<file path="config.mk">
export PLATFORM = sky130hd
export DESIGN_NAME = i2n_frame_assembler_flat
export DESIGN_NICKNAME = d
export VERILOG_FILES = /design/src/rtl/i2n_frame_assembler_if.sv /design/src/rtl/i2n_frame_assembler.sv /design/src/flat_wrapper.sv
export SDC_FILE = /design/constraint.sdc
export NUM_CORES = 1
export LEC_CHECK = 0
export ABC_AREA = 1
export BUFFER_PORTS_ARGS = -buffer_cell sky130_fd_sc_hd__buf_2
export CAP_MARGIN = 25
export CORE_UTILIZATION = 57
export CTS_CLUSTER_DIAMETER = 60
export DETAILED_ROUTE_END_ITERATION = 6
export GPL_TIMING_DRIVEN = 0
export MAX_ROUTING_LAYER = met4
export PLACE_DENSITY = 0.9
export SLEW_MARGIN = 20
export SYNTH_ARGS = -nofsm -noshare
export SYNTH_HDL_FRONTEND = slang
export SYNTH_SLANG_ARGS = --single-unit
</file>
<file path="constraint.sdc">
create_clock -name clk -period 3.8 [get_ports clk]
set_input_delay 0.76 -clock clk [delete_from_list [all_inputs] [get_ports clk]]
set_output_delay 0.76 -clock clk [all_outputs]
set_load 0.1 [all_outputs]
</file>
<file path="src/rtl/i2n_frame_assembler_if.sv">
// SPI-to-NITTA receive bundle: SPI subframe input plus assembled word output.
interface i2n_frame_assembler_if #(
  parameter int DATA_WIDTH      = 32,
  parameter int SPI_DATA_WIDTH  = 8,
  parameter int WORDS_PER_FRAME = 4
);
  localparam int IW = (WORDS_PER_FRAME > 1) ? $clog2(WORDS_PER_FRAME) : 1;

  logic                      spi_ready;
  logic [SPI_DATA_WIDTH-1:0] from_spi;
  logic                      spi_cs;
  logic                      word_valid;
  logic [DATA_WIDTH-1:0]     to_nitta;
  logic [IW-1:0]             word_index;
  logic                      frame_done;

  modport master (
    output spi_ready, from_spi, spi_cs,
    input  word_valid, to_nitta, word_index, frame_done
  );

  modport slave (
    input  spi_ready, from_spi, spi_cs,
    output word_valid, to_nitta, word_index, frame_done
  );
endinterface

</file>
<file path="src/rtl/i2n_frame_assembler.sv">
// SPI subframe to NITTA word/frame deserializer.
// Define I2N_FRAME_SYNC_EN to resynchronise on spi_cs deassertion.
module i2n_frame_assembler #(
  parameter int DATA_WIDTH      = 32,
  parameter int SPI_DATA_WIDTH  = 8,
  parameter int WORDS_PER_FRAME = 4,
  parameter bit MSB_FIRST       = 1'b1
) (
  input logic clk,
  input logic rst,
  i2n_frame_assembler_if.slave bus
);
  localparam int SUBFRAMES = DATA_WIDTH / SPI_DATA_WIDTH;
  localparam int SW = (SUBFRAMES > 1) ? $clog2(SUBFRAMES) : 1;
  localparam int IW = (WORDS_PER_FRAME > 1) ? $clog2(WORDS_PER_FRAME) : 1;
  localparam logic [SW-1:0] SUB_LAST  = SW'(SUBFRAMES - 1);
  localparam logic [IW-1:0] WORD_LAST = IW'(WORDS_PER_FRAME - 1);

  logic                  spi_ready_d;
  logic [DATA_WIDTH-1:0] acc;
  logic [DATA_WIDTH-1:0] acc_next;
  logic [SW-1:0]         sub_cnt;
  logic [IW-1:0]         word_cnt;
  logic                  accept;

  logic                  word_valid;
  logic [DATA_WIDTH-1:0] to_nitta;
  logic [IW-1:0]         word_index;
  logic                  frame_done;

  assign accept = bus.spi_ready & ~spi_ready_d;

  generate
    if (SUBFRAMES == 1) begin : g_single
      assign acc_next = bus.from_spi;
    end else if (MSB_FIRST) begin : g_msb
      assign acc_next = {acc[DATA_WIDTH-SPI_DATA_WIDTH-1:0], bus.from_spi};
    end else begin : g_lsb
      assign acc_next = {bus.from_spi, acc[DATA_WIDTH-1:SPI_DATA_WIDTH]};
    end
  endgenerate

`ifndef I2N_FRAME_SYNC_EN
  logic unused_cs;
  assign unused_cs = bus.spi_cs;
`endif

  always_ff @(posedge clk) begin
    if (rst) begin
      spi_ready_d <= 1'b0;
      acc         <= '0;
      sub_cnt     <= '0;
      word_cnt    <= '0;
      word_valid  <= 1'b0;
      frame_done  <= 1'b0;
      to_nitta    <= '0;
      word_index  <= '0;
    end else begin
      spi_ready_d <= bus.spi_ready;
      word_valid  <= 1'b0;
      frame_done  <= 1'b0;
`ifdef I2N_FRAME_SYNC_EN
      if (!bus.spi_cs) begin
        acc      <= '0;
        sub_cnt  <= '0;
        word_cnt <= '0;
      end else
`endif
      if (accept) begin
        acc <= acc_next;
        if (sub_cnt == SUB_LAST) begin
          to_nitta   <= acc_next;
          word_index <= word_cnt;
          word_valid <= 1'b1;
          frame_done <= (word_cnt == WORD_LAST);
          sub_cnt    <= '0;
          word_cnt   <= (word_cnt == WORD_LAST) ? '0 : word_cnt + 1'b1;
        end else begin
          sub_cnt <= sub_cnt + 1'b1;
        end
      end
    end
  end

  assign bus.word_valid = word_valid;
  assign bus.to_nitta   = to_nitta;
  assign bus.word_index = word_index;
  assign bus.frame_done = frame_done;
endmodule
</file>
<file path="src/flat_wrapper.sv">
// flat-port wrapper written by rule: the top's interface ports become plain ports
module i2n_frame_assembler_flat 
#(
  parameter int DATA_WIDTH      = 32,
  parameter int SPI_DATA_WIDTH  = 8,
  parameter int WORDS_PER_FRAME = 4,
  parameter bit MSB_FIRST       = 1'b1
)
  (clk, rst, bus_spi_ready, bus_from_spi, bus_spi_cs, bus_word_valid, bus_to_nitta, bus_word_index, bus_frame_done);
  i2n_frame_assembler_if #(.DATA_WIDTH(DATA_WIDTH), .SPI_DATA_WIDTH(SPI_DATA_WIDTH), .WORDS_PER_FRAME(WORDS_PER_FRAME)) bus_i ();
  input logic clk;
  input logic rst;
  input wire logic [$bits(bus_i.spi_ready)-1:0] bus_spi_ready;
  input wire logic [$bits(bus_i.from_spi)-1:0] bus_from_spi;
  input wire logic [$bits(bus_i.spi_cs)-1:0] bus_spi_cs;
  output wire logic [$bits(bus_i.word_valid)-1:0] bus_word_valid;
  output wire logic [$bits(bus_i.to_nitta)-1:0] bus_to_nitta;
  output wire logic [$bits(bus_i.word_index)-1:0] bus_word_index;
  output wire logic [$bits(bus_i.frame_done)-1:0] bus_frame_done;
  assign bus_i.spi_ready = bus_spi_ready;
  assign bus_i.from_spi = bus_from_spi;
  assign bus_i.spi_cs = bus_spi_cs;
  assign bus_word_valid = bus_i.word_valid;
  assign bus_to_nitta = bus_i.to_nitta;
  assign bus_word_index = bus_i.word_index;
  assign bus_frame_done = bus_i.frame_done;
  i2n_frame_assembler #(.DATA_WIDTH(DATA_WIDTH), .SPI_DATA_WIDTH(SPI_DATA_WIDTH), .WORDS_PER_FRAME(WORDS_PER_FRAME), .MSB_FIRST(MSB_FIRST)) u_core (.clk(clk), .rst(rst), .bus(bus_i));
endmodule
</file>
After elaboration in Yosys (flattened, before gate mapping)

Index checks and enable logic that the tools add are counted.

Word-level logic and storage cells: 22
Output and inout port bits: 36
Flip-flop bits (word level): 65
Input port bits: 12

Reductions and logical operators: 3
Bitwise logic cells: 4
Muxes and demuxes: 3
Equal/unequal tests: 2
Add/sub/neg operators: 2

Operators with widths:

| cell                                                          | number |
|---|---|
| 2-bit by 1-bit adder with 2-bit output, second input constant | 2 |
| 2-bit equality test, second input constant                    | 2 |
| 2-bit two-way mux                                             | 2 |
| 1-bit NOT                                                     | 3 |
| 3-bit OR reduction                                            | 1 |
| 2-bit AND reduction                                           | 1 |
| 2-bit OR reduction                                            | 1 |
| 1-bit AND                                                     | 1 |
| 1-bit two-way mux                                             | 1 |

Longest topological paths before layout

Depth in word-level cells: 4
Depth in mapped cells: 6
Gate-level depth less buffers: 5

Least setup slack after synthesis

OpenSTA, ideal clock, no wires.

Kind: flip-flop to output port
From: register u_core.to_nitta[0], in the netlist u_core.bus.to_nitta[0]
To: output port bus_to_nitta[0]
Stages on the path, launching flop included: 1
Path buffers: 0
Required time: 3040 ps
Path slack: 2115 ps
Arrival time: 925 ps
Cell sequence: dfxtp_1

RTL lines:

| element                | RTL line                  | RTL |
|---|---|---|
| start, declared        | i2n_frame_assembler.sv:27 | `logic [DATA_WIDTH-1:0] to_nitta;` |
| start signal, assigned | i2n_frame_assembler.sv:72 | `to_nitta <= acc_next;` |
| end, declared          | flat_wrapper.sv:17        | `output wire logic [$bits(bus_i.to_nitta)-1:0] bus_to_nitta;` |

No word-level cell between the ends.

Worst setup path after layout

From: register u_core.to_nitta[29], in the netlist u_core.bus.to_nitta[29]
To: output port bus_to_nitta[29]

No word-level cell between the ends.

==> impl_metrics.py <==
metrics = {
    "yosys": {
        "synthTopCellsByCount": "dfxtp_1, nand2_1, nor2_1",
        "synth_cell_types": 21,
        "ys.flop_type": "dfxtp_1",
        "synth-edff-count": 0,
        "ys.warnings.count": 0,
        "yosys.area.top_type": "dfxtp_1",
        "synth-seq-cells": 65,
        "yosys-top-cells-area": "dfxtp_1, nand2_1, nor2_1, nand3_1, o21ai_0",
        "synth_nets": 297,
        "synth_seq_area_share_pct": 55.5,
        "synth-async-reset-ratio_pct": 0,
        "avgSynthCellArea_um2": 8.29,
        "synthCells": 283,
        "mappedNetlistArea_um2": 2350,
        "synth_top_area_share_pct": 55.5,
    },
    "routing": {
        "vias": 2024,
        "drt_pass1_iterations": 4,
        "routed_wl_um": 5000,
        "vias_per_cell": 5.22,
        "detail-route-antenna-nets": 0,
        "drt_iter0_markers": 164,
        "drc": 0,
        "routedWlPerCell_um": 12.9,
    },
    "clock_tree": {
        "cts_sinks": 65,
        "root_buffer": "clkbuf_8",
        "post_cts_buffers": 0,
        "clk_latency_ns": 0.33,
        "cts_resized": 0,
        "cts_made_buffers": 9,
        "path_clk_slew_ns": 0.06,
        "ctsHoldBuffers": 0,
        "clk_path_buf_depth": 2,
        "cts_tree": "done",
        "cts-htree-levels": 3,
    },
    "floorplan": {
        "dieArea_um2": 4380,
        "rows": 22,
        "dieHeight_um": 66.2,
        "start_util_pct": 61.8,
        "core_um2": 3800,
        "pin_count": 48,
        "die_w_um": 66.2,
    },
    "setup_path": {
        "timing.critical_path.from": "u_core.bus.to_nitta[29]",
        "ff2ff_setup_slack_ns": 2.34,
        "critPathMaxStageDelay_ns": 0.43,
        "crit_required_ns": 3.04,
        "path_depth": 1,
        "arrival_ns": 1.12,
        "end_kind": "primary output",
        "r2r_start": "u_core.sub_cnt[0]",
        "reg2reg_to": "u_core.bus.to_nitta[29]",
        "path_buf_inv": 1,
        "critical-path-top-delay-family": "buffers and inverters",
        "cp-start-kind": "flop",
        "cp_cell_sequence": "buf_2",
        "ff2ff_path_depth": 6,
        "cp_slowest_cell": "buf_2",
        "worstSetupEndpoint": "bus_to_nitta[29]",
        "path_max_fanout": 2,
        "critPathKind": "reg -> out",
    },
    "final_layout": {
        "nets": 353,
        "area_growth_pct": 18.0,
        "stdcell_count": 388,
        "antenna_cells": 0,
        "drive_above_1_share_pct": 24.4,
    },
    "timing": {
        "max_slew.worst_pin.slew_ns": 0.490,
        "finalMaxSlewViolations": 0,
        "max_freq_ghz": 0.533,
        "final_hold_viol_count": 0,
        "fin_crit_ns": 1.88,
        "worst_slack_ns": 1.92,
        "relSlewSlack_pct": 67.6,
        "rsz0062_at_grt": "false",
        "whs_ns": 0.453,
        "skew_ns": 0.00471,
        "setup_viol": 0,
        "fin_crit_sh_pct": 49.4,
        "setup-tns-final_ns": 0,
    },
    "grt": {
        "grt_pass1_wl_um": 8370,
        "overflow": 0,
        "antenna_found_initial": 0,
        "grtUsageTotal_pct": 27.3,
        "grt_max_degree": 11,
        "grt_pass1_vias": 1863,
    },
    "placed_design": {
        "dp_slack_ns": 2.13,
        "dp_hpwl_um": 3450,
        "dpl.cell_count": 376,
        "gp_congestion": 0.821,
        "port_buffers": 45,
    },
    "min_path": {
        "hp-class": "reg -> reg",
    },
    "status": {
        "status": "completed",
    },
    "power": {
        "ir_drop_uv": 265,
        "p_sw_share_pct": 24.0,
        "p_comb_share_pct": 7.2,
        "total_power_mw": 1.25,
        "p_seq_share_pct": 57.5,
        "power.density_nw_per_um2": 453,
        "p_int_mw": 0.953,
        "pwr-share-clk_pct": 35.3,
        "p_sw_mw": 0.302,
        "power.leakage_nw": 1.38,
    },
    "run": {
        "drv_cap": 0,
    },
}
how the worst min path moves through the flow:
stage	startpoint	to	slack [ns]	cells after the start
after floorplan	u_core.acc[16]	u_core.bus.to_nitta[24]	0.42	2
after global placement	u_core.acc[16]	u_core.bus.to_nitta[24]	0.43	2
after detailed placement	u_core.acc[17]	u_core.bus.to_nitta[25]	0.44	2
after CTS	u_core.acc[17]	u_core.bus.to_nitta[25]	0.45	2
after global routing	u_core.acc[17]	u_core.bus.to_nitta[25]	0.46	2
final	u_core.acc[22]	u_core.bus.to_nitta[30]	0.45	2
power groups by stage:
stage | combinational, mW | clock (mW) | sequential [mW]
floorplan | 0.0543 | 0 | 0.744
global placement | 0.0866 | 0 | 0.735
detailed placement | 0.0890 | 0 | 0.736
CTS | 0.0904 | 0.454 | 0.721
global route | 0.102 | 0.489 | 0.723
finish | 0.0905 | 0.443 | 0.721
kinds of logic after synthesis:
kind of cell | synth area share (%)
buffers and inverters | 7.47
adders and majority gates | 1.07
AOI/OAI and AO/OA | 6.61
DFF | 55.5
and+or+nand+nor | 29.4
flip-flops by register name, indices dropped and copies added, names as in the netlist:
signal	count
u_core.acc	24
u_core.bus.frame_done	1
u_core.bus.to_nitta	32
u_core.bus.word_index	2
u_core.bus.word_valid	1
u_core.spi_ready_d	1
u_core.sub_cnt	2
u_core.word_cnt	2
final cells by class:
type                    count  area (um2)
flip-flops and latches     65        1300
fillers                   314        1030
multi-input cells         196         870
repair buffers             45         225
plain buffers              19         164
clock buffers              10         128
well taps                  48        60.1
inverters                   3        11.3
clock inverters             2        10.0
cell usage in the layout (no fill, tap or decap), types with 2 or more instances in the layout:
master,count
inv_1,2
nor2_1,53
nand2_2,5
buf_6,3
a21oi_1,6
buf_2,53
clkinv_2,2
dfxtp_1,65
nand3_1,36
ha_1,2
nand2_1,65
clkbuf_8,10
buf_8,4
clkbuf_1,2
o21ai_0,25
per-stage QoR:
stage          utilization (%)  area, um2
2_1_floorplan                -       2350
3_3_place_gp              69.3       2630
3_5_place_dp              69.3       2630
4_1_cts                   72.9       2770
5_1_grt                   72.9       2770
6_report                  72.9       2770
routing by layer:
| layer | global-route usage, % | part of all wire, % | up-vias |
|---|---|---|---|
| met5 | - | 0 | - |
| met4 | 10.1 | 1.8 | 0 |
| met3 | 9.31 | 6.0 | 10 |
| met2 | 44.0 | 49 | 77 |
| met1 | 31.3 | 43 | 916 |
| li1 | - | - | 1021 |
worst register-to-register path, delay by kind of cell, from the launching register on:
family | cells | cell delay (ns)
flip-flops | 1 | 0.36
buffers and inverters | 2 | 0.36
adder cells (fa/ha/maj) | 1 | 0.32
AND/OR/NAND/NOR | 3 | 0.31
(Power assumes the default switching activity.)
